==> config.mk <==
export PLATFORM = sky130hd
export DESIGN_NAME = fifo_rd_adapter
export DESIGN_NICKNAME = d
export VERILOG_FILES = /design/src/rtl/fifo_rd_adapter_pkg.sv /design/src/rtl/fifo_rd_adapter_skid_buf2.sv /design/src/rtl/fifo_rd_adapter.sv
export SDC_FILE = /design/constraint.sdc
export NUM_CORES = 1
export LEC_CHECK = 0
export ABC_AREA = 0
export ABC_CLOCK_PERIOD_IN_PS = 3400
export CAP_MARGIN = 5
export CORE_MARGIN = 8
export CORE_UTILIZATION = 50
export DETAILED_ROUTE_END_ITERATION = 16
export PLACE_DENSITY_LB_ADDON = 0.25
export SLEW_MARGIN = 20
export SYNTH_ARGS = -nofsm -noshare
export SYNTH_HDL_FRONTEND = slang
export SYNTH_HIERARCHICAL = 1
export SYNTH_SLANG_ARGS = --single-unit
export TNS_END_PERCENT = 10
==> constraint.sdc <==
create_clock -name Clk -period 3.4 [get_ports Clk]
set_clock_uncertainty 0.2 [all_clocks]
set_input_delay 0.34 -clock Clk [delete_from_list [all_inputs] [get_ports Clk]]
set_output_delay 0.34 -clock Clk [all_outputs]
set_load 0.005 [all_outputs]
==> src/rtl/fifo_rd_adapter_pkg.sv <==
// Shared types and constants for the FIFO read-side adapter.
// The buffer presents Dataout exactly RD_LAT cycles after an accepted Rden.
package fifo_rd_adapter_pkg;

  localparam int DEF_DATA_W = 32;
  localparam int DEF_CNT_W  = 16;
  localparam int RD_LAT     = 1;

  typedef enum logic [1:0] {
    ST_IDLE  = 2'd0,
    ST_RUN   = 2'd1,
    ST_FLUSH = 2'd2
  } state_t;

  typedef struct packed {
    state_t     state;
    logic [1:0] occupancy;
    logic       inflight;
  } dbg_t;

  // A read may be issued only if the word it returns is guaranteed a skid slot.
  function automatic logic has_room(input logic [1:0] occupancy,
                                    input logic       inflight,
                                    input logic       pop);
    logic [2:0] committed;
    committed = {1'b0, occupancy} + {2'b00, inflight} - {2'b00, pop};
    return committed < 3'd2;
  endfunction

endpackage

==> src/rtl/fifo_rd_adapter_skid_buf2.sv <==
// Two-entry register FIFO that absorbs words already requested from the buffer
// while the downstream consumer is stalled.
module skid_buf2
  import fifo_rd_adapter_pkg::*;
#(
  parameter int DATA_W = DEF_DATA_W
) (
  input  logic              clk,
  input  logic              rst_n,
  input  logic              clear,
  input  logic              push,
  input  logic [DATA_W-1:0] push_data,
  input  logic              pop,
  output logic [DATA_W-1:0] head_data,
  output logic [1:0]        occupancy
);

  logic [DATA_W-1:0] mem [2];
  logic              head;
  logic              tail;
  logic              do_push;
  logic              do_pop;

  assign do_pop  = pop && (occupancy != 2'd0) && !clear;
  assign do_push = push && !clear && ((occupancy != 2'd2) || do_pop);

  always_ff @(posedge clk or negedge rst_n) begin
    if (!rst_n) begin
      mem[0]    <= '0;
      mem[1]    <= '0;
      head      <= 1'b0;
      tail      <= 1'b0;
      occupancy <= 2'd0;
    end else if (clear) begin
      head      <= 1'b0;
      tail      <= 1'b0;
      occupancy <= 2'd0;
    end else begin
      if (do_push) begin
        mem[tail] <= push_data;
        tail      <= ~tail;
      end
      if (do_pop) begin
        head <= ~head;
      end
      occupancy <= occupancy + {1'b0, do_push} - {1'b0, do_pop};
    end
  end

  // Head register is only rewritten by a push into the other slot, so it stays put under stall.
  assign head_data = mem[head];

endmodule

==> src/rtl/fifo_rd_adapter.sv <==
// Read-side master for the 32-bit FIFO/LIFO buffer: issues Rden against Empty,
// captures Dataout one cycle later and presents it as a valid/ready stream.
module fifo_rd_adapter
  import fifo_rd_adapter_pkg::*;
#(
  parameter int DATA_W = DEF_DATA_W,
  parameter int CNT_W  = DEF_CNT_W
) (
  input  logic              Clk,
  input  logic              Rst,
  input  logic              Enable,
  input  logic              Flush,
  input  logic              Empty,
  input  logic [DATA_W-1:0] Fifo_data,
  output logic              Rden,
  output logic [DATA_W-1:0] Out_data,
  output logic              Out_valid,
  input  logic              Out_ready,
  output logic [CNT_W-1:0]  Rd_count,
  output logic              Busy,
  output dbg_t              Dbg
);

  // Stream handshake: a word moves on every rising Clk where Out_valid and
  // Out_ready are both high; Out_data is held while Out_valid=1 and Out_ready=0.

  state_t            state;
  state_t            state_next;
  logic [RD_LAT-1:0] rd_pipe;
  logic              inflight;
  logic [1:0]        occupancy;
  logic              pop;
  logic              capture;
  logic              clear;

  assign inflight  = rd_pipe[RD_LAT-1];
  assign pop       = Out_valid & Out_ready;
  assign clear     = (state == ST_FLUSH);
  assign capture   = inflight & ~clear;
  assign Out_valid = (occupancy != 2'd0) && (state != ST_FLUSH);
  assign Busy      = (state != ST_IDLE) || (occupancy != 2'd0);
  assign Rden      = (state == ST_RUN) && !Empty && has_room(occupancy, inflight, pop);

  always_ff @(posedge Clk or negedge Rst) begin
    if (!Rst) begin
      state <= ST_IDLE;
    end else begin
      state <= state_next;
    end
  end

  always_comb begin
    state_next = state;
    case (state)
      ST_IDLE: begin
        if (Flush) begin
          state_next = ST_FLUSH;
        end else if (Enable) begin
          state_next = ST_RUN;
        end
      end
      ST_RUN: begin
        if (Flush) begin
          state_next = ST_FLUSH;
        end else if (!Enable) begin
          state_next = ST_IDLE;
        end
      end
      ST_FLUSH: begin
        // Stay until the last requested word has landed and been dropped.
        if (!inflight && !Flush) begin
          state_next = ST_IDLE;
        end
      end
      default: state_next = ST_IDLE;
    endcase
  end

  always_ff @(posedge Clk or negedge Rst) begin
    if (!Rst) begin
      rd_pipe  <= '0;
      Rd_count <= '0;
    end else begin
      rd_pipe <= RD_LAT'(Rden);
      if (Rden) begin
        Rd_count <= Rd_count + CNT_W'(1);
      end
    end
  end

  skid_buf2 #(
    .DATA_W(DATA_W)
  ) u_skid (
    .clk      (Clk),
    .rst_n    (Rst),
    .clear    (clear),
    .push     (capture),
    .push_data(Fifo_data),
    .pop      (pop),
    .head_data(Out_data),
    .occupancy(occupancy)
  );

  assign Dbg.state     = state;
  assign Dbg.occupancy = occupancy;
  assign Dbg.inflight  = inflight;

endmodule

# [Yosys cells after proc, flatten, opt, wreduce, memory -nomap -nowiden]
# Index checks and enable logic that the tools add are counted.
[totals] register_bits=87 output_inout_bits=56 wordCells=70
[classes] add_sub_neg=5 n_lt_le_gt_ge=4 n_eq_ne=7 n_mux=17 bitwise=7 n_reduce_logical=22
[op_table] op="$mux 32" n=4
[op_table] op="$bwmux 64" n=1
[op_table] op="$demux 32 s1" n=1
[op_table] op="$add 16x1->16 const B" n=1
[op_table] op="$mux 2" n=6
[op_table] op="$logic_and 1x1->1" n=9
[op_table] op="$reduce_bool 2->1" n=4
[op_table] op="$ne 3x3->1 const B" n=2
[op_table] op="$pmux 2 s3" n=1
[op_table] op="$ge 2x2->1 const B" n=2
[op_table] op="$logic_not 1->1" n=4
[op_table] op="$mux 1" n=4
[op_table] op="$ne 2x2->1 const B" n=2
[op_table] op="$not 1->2" n=2
[op_table] op="$add 2x1->3" n=1
[op_table] op="$lt 3x2->1 const B" n=1
[op_table] op="$not 1->1" n=3
[op_table] op="$reduce_and 3->1" n=1
[op_table] op="$sub 3x1->3" n=1
[op_table] op="$add 2x1->2" n=1
[op_table] op="$and 1x1->1" n=2
[op_table] op="$eq 2x1->1 const B" n=1
[op_table] op="$eq 2x2->1 const B" n=1
[op_table] op="$logic_not 2->1" n=1
[op_table] op="5 further kinds" n=6

# [Logic depth before layout (Yosys ltp)]
# Gate-level depths: netlist of the first run.
[depth] depth_word=10 mapped_depth=11

# [By module]
# Netlist of the first run, hierarchy kept.
[by_module_without_submodules] mod="skid_buf2" instances=1 cells_per_inst=194 area_each_um2=3101.7 seq_area_each_um2=1701.6
[by_module_without_submodules] mod="fifo_rd_adapter" instances=1 cells_per_inst=81 area_each_um2=927.1 seq_area_each_um2=475.5

# [Least setup slack after synthesis of the first run]
# Ideal clock, no wire load.
[synth_timing] path_type="register -> register" start="reg state[1]" end="reg Rd_count[1]" setup_time_ns=0.125 t_arrival_ns=2.797 slack_ns=0.279 path_stages_with_launch=11 n_path_buf=1 synth_period_minus_slack_ns=3.121 path_cell_list="dfrtp_1 nor2b_1 nor2_1 and2_1 ha_1 nand2b_1 fa_1 and4bb_1 and2_1 buf_6 mux2_2"
[synth_between] elab_chain_len=6 elab_cells_between_ends=8
[synth_lines] item="from (decl)" line_no="fifo_rd_adapter.sv:27" text="state_t state;"
[synth_lines] item="from (signal assigned)" line_no="fifo_rd_adapter.sv:48" text="state <= state_next;"
[synth_lines] item="$ne 2x2->1" line_no="fifo_rd_adapter.sv:40" text="assign Out_valid = (occupancy != 2'd0) && (state != ST_FLUSH);"
[synth_lines] item="$logic_and 1x1->1" line_no="fifo_rd_adapter.sv:40"
[synth_lines] item="net Out_valid" line_no="fifo_rd_adapter.sv:17" text="output logic Out_valid,"
[synth_lines] item="$and 1x1->1" line_no="fifo_rd_adapter.sv:37" text="assign pop = Out_valid & Out_ready;"
[synth_lines] item="net pop" line_no="fifo_rd_adapter.sv:32" text="logic pop;"
[synth_lines] item="$sub 3x1->3" line_no="fifo_rd_adapter_pkg.sv:26" text="committed = {1'b0, occupancy} + {2'b00, inflight} - {2'b00, pop};"
[synth_lines] item="$lt 3x2->1" line_no="fifo_rd_adapter_pkg.sv:27" text="return committed < 3'd2;"
[synth_lines] item="$logic_and 1x1->1" line_no="fifo_rd_adapter.sv:42" text="assign Rden = (state == ST_RUN) && !Empty && has_room(occupancy, inflight, pop);"
[synth_lines] item="net Rden" line_no="fifo_rd_adapter.sv:15" text="output logic Rden,"
[synth_lines] item="to (signal assigned)" line_no="fifo_rd_adapter.sv:86" text="Rd_count <= Rd_count + CNT_W'(1);"
[synth_lines] item="to (decl)" line_no="fifo_rd_adapter.sv:19" text="output logic [CNT_W-1:0] Rd_count,"
# The timed path passes the listed nets, and every way through them passes these cells.
# A chain may end at the register's enable or synchronous reset.

# [Worst setup path in the final report of the first run]
[layout_timing] start="reg state[1]" end="out Rden"
[layout_between] elab_chain_len=6 elab_cells_between_ends=8
[layout_lines] item="$ne 2x2->1" line_no="fifo_rd_adapter.sv:40"
[layout_lines] item="$logic_and 1x1->1" line_no="fifo_rd_adapter.sv:40"
[layout_lines] item="$and 1x1->1" line_no="fifo_rd_adapter.sv:37"
[layout_lines] item="net pop" line_no="fifo_rd_adapter.sv:32"
[layout_lines] item="$sub 3x1->3" line_no="fifo_rd_adapter_pkg.sv:26"
[layout_lines] item="$lt 3x2->1" line_no="fifo_rd_adapter_pkg.sv:27"
[layout_lines] item="$logic_and 1x1->1" line_no="fifo_rd_adapter.sv:42"
[layout_lines] item="to (decl)" line_no="fifo_rd_adapter.sv:15"
# The timed path passes the listed nets, and every way through them passes these cells.

==> results by group, run 1 <==
Outcome
  – Run status: completed

Detailed routing
  – Total number of vias: 2,499
  – Drt pass-1 iters: 4
  – Final antenna-violating net count: 0
  – Detailed Route Iter0 Violations: 45
  – Total Wirelength: 8.229 mm
  – Post-route DRC violation count: 0
  – Drt wl/cell: 16.93 um
  – Vias per inst: 5.142

GRT
  – Pin count of the biggest net entering global routing: 88
  – Tot GR Track Use: 15.19%
  – First-pass GRT wire length: 13.85 mm
  – Vias in the first global route: 2,728
  – Initial antenna violation count: 0
  – Grt total ovfl: 0

Worst setup path
  – CP Data Required Time: 2.86 ns
  – Crit end category: primary output
  – Crit path DAT: 2.65 ns
  – Crit-path max FO: 3
  – Crit path launch type: flip-flop
  – Critical path type: flip-flop to primary output
  – Crit path max-delay cell type: fa_1
  – Worst-path cell chain: nor2b_1 -> nor2_1 -> and2_4 -> ha_1 -> nand2b_1 -> fa_1 -> and4bb_1 -> and2_1 -> dlygate4sd2_1
  – Worst path max stage delay: 0.47 ns

STA
  – Tcrit/Tclk final: 93.70%
  – Post-layout min period: 3.186 ns
  – Slew margin rel.: 48.07%
  – RSZ-0062 raised after global routing: no
  – Fin. max-slew vios: 0
  – Worst slew pin tran: 0.7790 ns
  – Final setup vio count: 0
  – Sum Neg Setup Slack: 0 ns
  – Max Clk Rate: 0.3139 GHz
  – Fin. Hold Viols: 0

CTS
  – Clock-pin slew on the worst setup and hold paths: 0.09 ns
  – Root buf cell: clkbuf_8
  – Cts bufs inserted: 9
  – Clock tree buffer depth: 2
  – Clock Sinks: 87
  – Worst-skew pair later-pin latency: 0.35 ns
  – H-tree Lvls: 3
  – CTS tree: yes

Power
  – Pwr/cell area: 456.3 mW/mm^2
  – Lkg Pwr: 2.467 nW
  – Peak VDD IR: 0.3971 mV
  – Total Power: 2.433 mW

Synthesis
  – Top post-synthesis cells by count: dfrtp_1 (87), mux2_2 (67), mux2_4 (30)
  – Yosys top cell area share: 54.04%
  – Syn_nets: 318
  – Most frequent cell after synthesis: dfrtp_1
  – Top_reg_cell synth: dfrtp_1
  – Largest cells by area after synthesis: dfrtp_1 (54%), mux2_2 (19%), mux2_4 (11%)
  – Mean Syn Cell Area: 14.65 um^2
  – Post-synth EDFFs: 0
  – Yosys warning count: 6
  – Asr flop ratio synth: 100.0%
  – Post-synthesis sequential area ratio: 54.04%
  – Synth cell types: 33
  – Cell taking the most area after synthesis: dfrtp_1
  – Mapped Cells: 275
  – Seq cells post-synth: 87
  – Mapped cell area: 0.004029 mm^2

Run
  – Max-cap violations: 0

Floorplan
  – DIE HEIGHT: 105.8 um
  – Rows: 32
  – Core footprint: 0.007767 mm^2
  – Die Footprint: 0.01119 mm^2
  – # IOs: 94
  – Initial Util: 51.87%
  – Die width: 105.8 um

Place
  – Gp weighted congestion: 0.7297
  – Inst Count DP: 463
  – Detailed placement HPWL: 5.498 mm
  – Port buffer count: 93

Cells and area
  – Synthesis-to-finish area growth: 32.36%
  – Fin cells: 486
  – Ant. Diodes: 0
  – Share of layout cells above drive strength 1: 34.90%
  – NumNets Final: 422
  – # fillers: 594

Hold path
  – HP Class: flip-flop to flip-flop
[worst paths after layout]
check,slack [ns],start,depth (start not counted),end
setup reg to reg,0.51,state[1]$_DFFE_PN0P_,11,Rd_count[14]$_DFFE_PN0P_
hold / removal,0.28,Rd_count[15]$_DFFE_PN0P_,1,Rd_count[15]$_DFFE_PN0P_
min in group asynchronous,0.38,Rst,2,u_skid/mem[16]$_DFFE_PN0P_
setup / recovery,0.21,state[1]$_DFFE_PN0P_,9,Rden
max in group asynchronous,2.06,Rst,2,Rd_count[1]$_DFFE_PN0P_
hold reg to reg,0.28,Rd_count[15]$_DFFE_PN0P_,1,Rd_count[15]$_DFFE_PN0P_
[worst max-delay path, delay by kind of cell, from the launching register on]
kind / cells / cell delay, ns
adders and majority gates: 2 / 0.68
and+or+nand+nor: 6 / 0.97
buffers and inverters: 1 / 0.24
DFF: 1 / 0.39
[kinds of logic (layout without fill, tap and decap cells)]
family,after synthesis,after routing,share of synthesized area [%]
DFF,87,87,54.04
buffers and inverters,17,126,2.702
xor gates and xnor gates,19,19,4.317
AOI/OAI and AO/OA,4,4,0.5900
adders and majority gates,5,5,1.739
muxes,97,97,29.91
and+or+nand+nor,46,46,6.708
[power by group]
part           internal (mW)  switching, mW  leakage [nW]
Combinational          0.350          0.149          1.20
Sequential              1.14         0.0632          1.17
Clock                  0.347          0.383        0.0929
[registers in the layout (all words and copies together) (netlist names)]
name              count
u_skid/occupancy      2
u_skid/tail           1
u_skid/head           1
inflight              1
u_skid/mem           64
Rd_count             16
state                 2
[routing by layer]
layer	share of wire (%)	up-vias	routed length (um)	track usage [%]
li1	-	1177	-	-
met1	45	1254	3689	18.63
met2	48	60	3921	23.99
met3	6.4	8	527	6.029
met4	1.1	0	91	4.824
met5	0	-	0	0
[layout make-up]
class	count	area, um^2	share of cell area (%)
sequential	87	2177	40.83
multi-input combinational	171	1754	32.90
timing repair buffer	106	1056	19.80
tap	102	127.6	2.393
clock buffer	9	123.9	2.323
clock inverter	7	78.83	1.478
inverter	4	15.01	0.2816
[cell usage in the layout (no fill, tap or decap), types with 2 or more instances in the layout]
cell             instances
a21oi_1                  2
and3_1                   3
and4_1                   2
buf_12                   2
buf_4                   10
clkbuf_8                 9
clkdlybuf4s50_1         91
clkinvlp_4               3
dfrtp_1                 87
ha_1                     4
inv_1                    4
inv_6                    3
mux2_2                  67
mux2_4                  30
nand2_1                  6
nand3_1                  5
nand4_1                  4
nor2_1                  10
nor2b_1                  3
xnor2_1                 10
xor2_1                   8
[per-stage QoR]
stage	utilization [%]	cell area [um^2]	setup WS [ns]	hold WS, ns
final	68.65	5333	0.2141	0.2818
after global routing	68.65	5333	0.05394	0.2988
after CTS	68.48	5319	0.2162	0.01969
after detailed placement	65.24	5067	0.1306	0.2675
after global placement	65.24	5067	0.1508	0.2698
after floorplan	-	4029	0.2788	-0.1556
[timing repair]
item	in CTS	in global routing
buffers inserted	6	0
resized for setup	3	0
setup endpoints to repair	1	0
hold endpoints to repair	0	87
hold buffers	0	1
(Power assumes the default switching activity.)
==> inputs of run 2 (changes only) <==
ABC_CLOCK_PERIOD_IN_PS = 2900   (was 3400)
CORE_UTILIZATION = 45   (was 50)
clock period = 2.9 ns   (was 3.4 ns; I/O delays follow)
==> run 2 against run 1 <==
  * Utilization shrank 6.3 points
  * Cell area grew 2.0%
  * Die area grew 9.4%
  * Worst setup slack lost 0.20 ns
  * Final cell count grew 3.1%
  * Routed wire length grew 0.58%
  * Via count grew 0.52%
  * Clock power grew 18%
  * Total power grew 18%
  * Sequential cell count is the same
  * Clock-buffer cell count grew 3
  * Worst hold slack is essentially flat
  * Largest cell class unchanged
==> results by group, run 2 (same netlist as run 1, synthesis figures left out) <==
Cells and area
  – Ant. Diodes: 0
  – # fillers: 679
  – Synthesis-to-finish area growth: 35.06%
  – Largest registers: u_skid/mem x64, Rd_count x16
  – Most common cell after layout, fill and taps aside: clkdlybuf4s50_1
  – Area of the multi-input gates: 0.001792 mm^2
  – NumNets Final: 431
  – Combined flip-flop and latch cell area: 0.002177 mm^2
  – Share of layout cells above drive strength 1: 37.91%
  – Max reg flops: 64
  – Post-route cell area: 0.005441 mm^2
  – Most frequent cells in the layout: clkdlybuf4s50_1 (91), dfrtp_1 (87), mux2_2 (67), mux2_4 (30), buf_4 (20)
  – Largest register by flop count: u_skid/mem

GRT
  – Vias in the first global route: 2,720
  – Initial antenna violation count: 0
  – First-pass GRT wire length: 13.88 mm
  – Tot GR Track Use: 13.48%
  – Grt total ovfl: 0
  – Pin count of the biggest net entering global routing: 46

Floorplan
  – Initial Util: 46.20%
  – Core footprint: 0.008721 mm^2
  – DIE HEIGHT: 110.6 um
  – Die width: 110.6 um
  – Rows: 34
  – Die Footprint: 0.01224 mm^2
  – # IOs: 94

Worst setup path
  – RR Endpoint: Rd_count[10]$_DFFE_PN0P_
  – Crit path launch type: flip-flop
  – Crit-path max FO: 2
  – CP Data Required Time: 2.41 ns
  – Crit path DAT: 2.39 ns
  – Crit path from: state[1]$_DFFE_PN0P_
  – Worst setup path end: Rden
  – Crit end category: primary output
  – Reg2reg path depth: 12
  – R2r setup slk: 0.05 ns
  – RR Startpoint: state[1]$_DFFE_PN0P_
  – Critical path type: flip-flop to primary output

CTS
  – Clock-pin slew on the worst setup and hold paths: 0.08 ns
  – H-tree Lvls: 3
  – Root buf cell: clkbuf_8
  – Worst-skew pair later-pin latency: 0.34 ns
  – Clock tree buffer depth: 2
  – CTS tree: yes
  – Cts bufs inserted: 9
  – Clock Sinks: 87

Power
  – Clock share of power: 30.0%
  – Internal power: 2.199 mW
  – Pwr/cell area: 525.9 mW/mm^2
  – Sw Ratio: 23.15%
  – Combinational group share of total power: 20.6%
  – Lkg Pwr: 2.527 nW
  – Peak VDD IR: 0.2534 mV
  – Sequential share of power: 49.4%
  – Switching power: 662.3 uW

Detailed routing
  – Drt wl/cell: 16.52 um
  – Vias per inst: 5.014
  – Final antenna-violating net count: 0
  – Total Wirelength: 8.277 mm
  – Post-route DRC violation count: 0
  – Total number of vias: 2,512
  – Detailed Route Iter0 Violations: 52
  – Drt pass-1 iters: 4

STA
  – Worst slew pin tran: 0.5768 ns
  – Final setup vio count: 0
  – Sum Neg Setup Slack: 0 ns
  – Fin. max-slew vios: 0
  – RSZ-0062 raised after global routing: yes
  – Fin. Hold Viols: 0
  – Post-layout min period: 2.885 ns
  – Max Clk Rate: 0.3467 GHz
  – Tcrit/Tclk final: 99.47%
  – Slew margin rel.: 61.55%

Place
  – Port buffer count: 93
  – Gp weighted congestion: 0.7599
  – Post-DP Area: 0.005147 mm^2
  – Detailed placement HPWL: 5.760 mm

Outcome
  – Run status: completed

Hold path
  – HP Class: primary input to async pin

Run
  – Max-cap violations: 0
-- run 2: timing repair --
action                     4_1_cts  5_1_grt
setup endpoints to repair        1        7
setup buffers                    3        2
gates resized for setup         10        2
pin swaps                        2        4
hold endpoints to repair        44        0
hold buffers                     1        0
cloned                           0        0
-- run 2: metal layers --
metal	track usage (%)	share of wire, %
met4	4.595	0.68
met1	17.78	48
met3	3.842	4.4
met2	20.67	46
met5	0	0
-- run 2: area by class of cell --
class	instances	area share [%]
Sequential cell	87	40.01
Multi-Input combinational cell	171	32.93
Timing Repair Buffer	115	20.46
Clock buffer	12	2.851
Tap cell	108	2.483
Clock inverter	4	0.9887
Inverter	4	0.2759
-- run 2: power by group through the flow --
stage | clock, mW | combinational (mW) | sequential [mW]
floorplan | 0 | 0.237 | 1.42
global placement | 0 | 0.590 | 1.43
detailed placement | 0 | 0.596 | 1.44
CTS | 0.893 | 0.604 | 1.41
global route | 0.948 | 0.646 | 1.43
finish | 0.858 | 0.589 | 1.41
-- run 2: how the worst min path moves through the flow --
stage	to	from	slack [ns]	cells past startpoint
2_1_floorplan	Rd_count[0]$_DFFE_PN0P_	Rst	-0.21	0
3_3_place_gp	u_skid/mem[28]$_DFFE_PN0P_	Rst	0.13	1
3_5_place_dp	u_skid/mem[28]$_DFFE_PN0P_	Rst	0.14	1
4_1_cts	u_skid/mem[28]$_DFFE_PN0P_	Rst	0.29	2
5_1_grt	state[0]$_DFFE_PN0P_	Flush	0.29	2
6_report	u_skid/mem[24]$_DFFE_PN0P_	Rst	0.28	2
-- run 2: critical path, stage by stage (launching register included) --
cell and delay [ns]:
dfrtp_1 0.39, nor2b_4 0.13, nor2_2 0.09, and2_4 0.16
ha_4 0.18, nand2b_4 0.13, fa_1 0.48, and4bb_1 0.24
and2_4 0.17, buf_6 0.09
-- run 2: through the flow --
step / total power [mW] / cells / hold WS [ns] / util (%) / setup slack (ns)
6_report: 2.861 / 501 / 0.2818 / 62.40 / 0.01538
5_1_grt: 3.022 / 501 / 0.2945 / 62.40 / -0.1424
4_1_cts: 2.910 / 499 / 0.2916 / 62.12 / 0.006263
3_5_place_dp: 2.032 / 479 / 0.1353 / 59.02 / -0.2128
3_3_place_gp: 2.019 / 479 / 0.1305 / 59.02 / -0.2015
2_1_floorplan: 1.659 / 275 / -0.2056 / - / 0.01197
==> inputs of run 3 (changes only) <==
ABC_CLOCK_PERIOD_IN_PS = 2800   (was 2900)
CORE_UTILIZATION = 50   (was 45)
PLACE_DENSITY = 0.86   (was not set)
PLACE_DENSITY_LB_ADDON = not set   (was 0.25)
SYNTH_HIERARCHICAL = not set   (was 1)
clock period = 2.8 ns   (was 2.9 ns; I/O delays follow)
==> run 3 against run 2 <==
  * The flow now finishes with violations (negative setup slack)
  * Non-clock buffer count shrank 1
  * Final cell count shrank 0.80%
  * Highest routed layer unchanged
  * Synthesized cell count up 0.73%
  * Total power is 62% higher
  * Sequential share of layout area fell by 0.73 points
  * Area after synthesis is 1.9% higher
  * Clock-buffer cell count stayed put
  * Worst hold slack better by 0.0051 ns
  * Die area fell by 7.1%
  * Critical endpoint unchanged
  * Cell area rose by 1.9%
==> results by group, run 3 <==
Worst setup path
  – Crit path DAT: 2.43 ns
  – Crit path launch type: flip-flop
  – CP Data Required Time: 2.32 ns
  – Worst path max stage delay: 0.49 ns
  – Worst-path cell chain: nor2_4 -> nor2_4 -> and2_4 -> ha_4 -> nand2b_4 -> fa_1 -> and4bb_2 -> and2_4 -> buf_6
  – Crit-path max FO: 2
  – Crit end category: primary output
  – Critical path type: flip-flop to primary output
  – Crit path max-delay cell type: fa_1

Place
  – Inst Count DP: 480
  – Detailed placement HPWL: 6.134 mm
  – Gp weighted congestion: 0.7678
  – Port buffer count: 93

Synthesis
  – Post-synth EDFFs: 0
  – Syn_nets: 320
  – Cell taking the most area after synthesis: dfrtp_1
  – Top_reg_cell synth: dfrtp_1
  – Mean Syn Cell Area: 14.82 um^2
  – Synth cell types: 38
  – Most frequent cell after synthesis: dfrtp_1
  – Top post-synthesis cells by count: dfrtp_1 (87), mux2_2 (67), mux2_4 (29)
  – Seq cells post-synth: 87
  – Post-synthesis sequential area ratio: 53.02%
  – Mapped cell area: 0.004106 mm^2
  – Asr flop ratio synth: 100.0%
  – Yosys top cell area share: 53.02%
  – Largest cells by area after synthesis: dfrtp_1 (53%), mux2_2 (18%), mux2_4 (11%)
  – Yosys warning count: 0
  – Mapped Cells: 277

CTS
  – Cts bufs inserted: 9
  – Worst-skew pair later-pin latency: 0.34 ns
  – CTS tree: yes
  – Root buf cell: clkbuf_8
  – Clock tree buffer depth: 2
  – Clock-pin slew on the worst setup and hold paths: 0.09 ns
  – H-tree Lvls: 3
  – Clock Sinks: 87

Cells and area
  – Fin cells: 497
  – Most common cell after layout, fill and taps aside: clkdlybuf4s50_1
  – Layout Utilization: 68.49%
  – Largest registers: u_skid.mem x64, Rd_count x16
  – Max reg flops: 64
  – # fillers: 589
  – Most frequent cells in the layout: clkdlybuf4s50_1 (91), dfrtp_1 (87), mux2_2 (66), mux2_4 (30), buf_4 (16)
  – Synthesis-to-finish area growth: 34.98%
  – Ant. Diodes: 0
  – Largest register by flop count: u_skid.mem
  – Share of layout cells above drive strength 1: 38.78%
  – NumNets Final: 430

STA
  – Final setup vio count: 7
  – Fin. max-slew vios: 0
  – Max Clk Rate: 0.3432 GHz
  – Final setup margin: -0.1139 ns
  – Worst hold margin: 0.2869 ns
  – Fin. Hold Viols: 0
  – Worst slew pin tran: 0.4593 ns
  – Slew margin rel.: 69.38%
  – Post-layout min period: 2.914 ns
  – RSZ-0062 raised after global routing: yes
  – Tcrit/Tclk final: 104.1%

Detailed routing
  – Drt wl/cell: 17.45 um
  – Post-route DRC violation count: 0
  – Detailed Route Iter0 Violations: 57
  – Total Wirelength: 8.672 mm
  – Final antenna-violating net count: 0
  – Drt pass-1 iters: 4
  – Vias per inst: 5.117
  – Total number of vias: 2,543

GRT
  – Vias in the first global route: 2,853
  – Met1 Use GR: 20.14%
  – Grt total ovfl: 0
  – Tot GR Track Use: 15.76%
  – Met3 Use GR: 6.419%
  – Pin count of the biggest net entering global routing: 88
  – Global route hottest layer: met2
  – Initial antenna violation count: 0
  – M2 GR Usage: 24.60%
  – First-pass GRT wire length: 14.52 mm

Outcome
  – Run status: complete, but fails checks
  – Failing checks: negative setup slack

Power
  – Pwr/cell area: 838.6 mW/mm^2
  – Total Power: 4.648 mW
  – Lkg Pwr: 2.505 nW
  – Peak VDD IR: 0.3954 mV

Floorplan
  – Core footprint: 0.008093 mm^2
  – Die width: 106.6 um
  – Rows: 33
  – Die Footprint: 0.01137 mm^2
  – # IOs: 94
  – DIE HEIGHT: 106.6 um
  – Initial Util: 50.74%

Run
  – Max-cap violations: 0

Hold path
  – HP Class: flip-flop to flip-flop
==> run 3: changes by cell type in the layout (fill, tap and decap cells not counted), sizes merged, moves of 2 or more <==
cell / change
nand2: +4
nor2: -4
nand3: -4
and4: -2
nor2b: -2
and3: -2
and2: +3
nor3: +2
and2b: +2
==> run 3: layout make-up <==
type / instances / area, um^2 / area share (%)
Multi-Input combinational cell: 171 / 1843 / 33.25
Tap cell: 105 / 131.4 / 2.370
Clock buffer: 12 / 165.2 / 2.980
Inverter: 4 / 15.01 / 0.2709
Sequential cell: 87 / 2177 / 39.28
Clock inverter: 4 / 76.32 / 1.377
Timing Repair Buffer: 114 / 1135 / 20.47
==> run 3: where the power goes <==
| group | switching, mW | internal, mW |
|---|---|---|
| Clock | 0.435 | 0.578 |
| Combinational | 0.581 | 1.32 |
| Sequential | 0.183 | 1.55 |
| Total | 1.20 | 3.45 |
==> run 3: kinds of logic (layout without fill, tap and decap cells) <==
logic type,Yosys count,after routing,synth area share [%]
simple gates,45,45,7.130
flops,87,87,53.02
xor+xnor,20,20,4.266
compound gates,4,4,0.8531
buf+inv,19,134,3.778
mux,97,97,29.25
fa+ha+maj,5,5,1.706
==> run 3: timing repair <==
action | in CTS | in global routing
hold buffers | 1 | 0
setup endpoints to repair | 10 | 14
pin swaps | 5 | 11
gates resized for setup | 9 | 5
buffers inserted | 0 | 0
hold endpoints to repair | 87 | 0
==> run 3: final timing paths <==
check | to | from | depth (start not counted) | slack, ns
setup / recovery | Rden | u_skid.occupancy[0]$_DFF_PN0_ | 9 | -0.11
min in group asynchronous | u_skid.mem[41]$_DFFE_PN0P_ | Rst | 3 | 0.31
hold reg to reg | Rd_count[15]$_DFFE_PN0P_ | Rd_count[15]$_DFFE_PN0P_ | 1 | 0.29
setup reg to reg | Rd_count[11]$_DFFE_PN0P_ | u_skid.occupancy[0]$_DFF_PN0_ | 11 | -0.08
max in group asynchronous | Rd_count[11]$_DFFE_PN0P_ | Rst | 3 | 1.73
hold / removal | Rd_count[15]$_DFFE_PN0P_ | Rd_count[15]$_DFFE_PN0P_ | 1 | 0.29
==> run 3: worst max-delay path: cells and delay by family (launching register included) <==
| family | cells | cell delay, ns |
|---|---|---|
| buf+inv | 1 | 0.09 |
| simple gates | 6 | 0.88 |
| fa+ha+maj | 2 | 0.71 |
| flops | 1 | 0.42 |
==> run 3: per-layer routing <==
metal | vias up | wire length [um]
met5 | - | 0
met4 | 0 | 57
met3 | 6 | 646
met2 | 69 | 4044
met1 | 1286 | 3924
li1 | 1182 | -
==> run 3: per-stage QoR <==
step,cell area (um^2),setup WS (ns),TNS [ns]
6_report,5543,-0.1139,-0.3836
5_1_grt,5543,-0.2525,-1.832
4_1_cts,5515,-0.1090,-0.4380
3_5_place_dp,5239,-0.2805,-2.343
3_3_place_gp,5239,-0.2762,-1.865
2_1_floorplan,4146,-0.07288,-0.2662
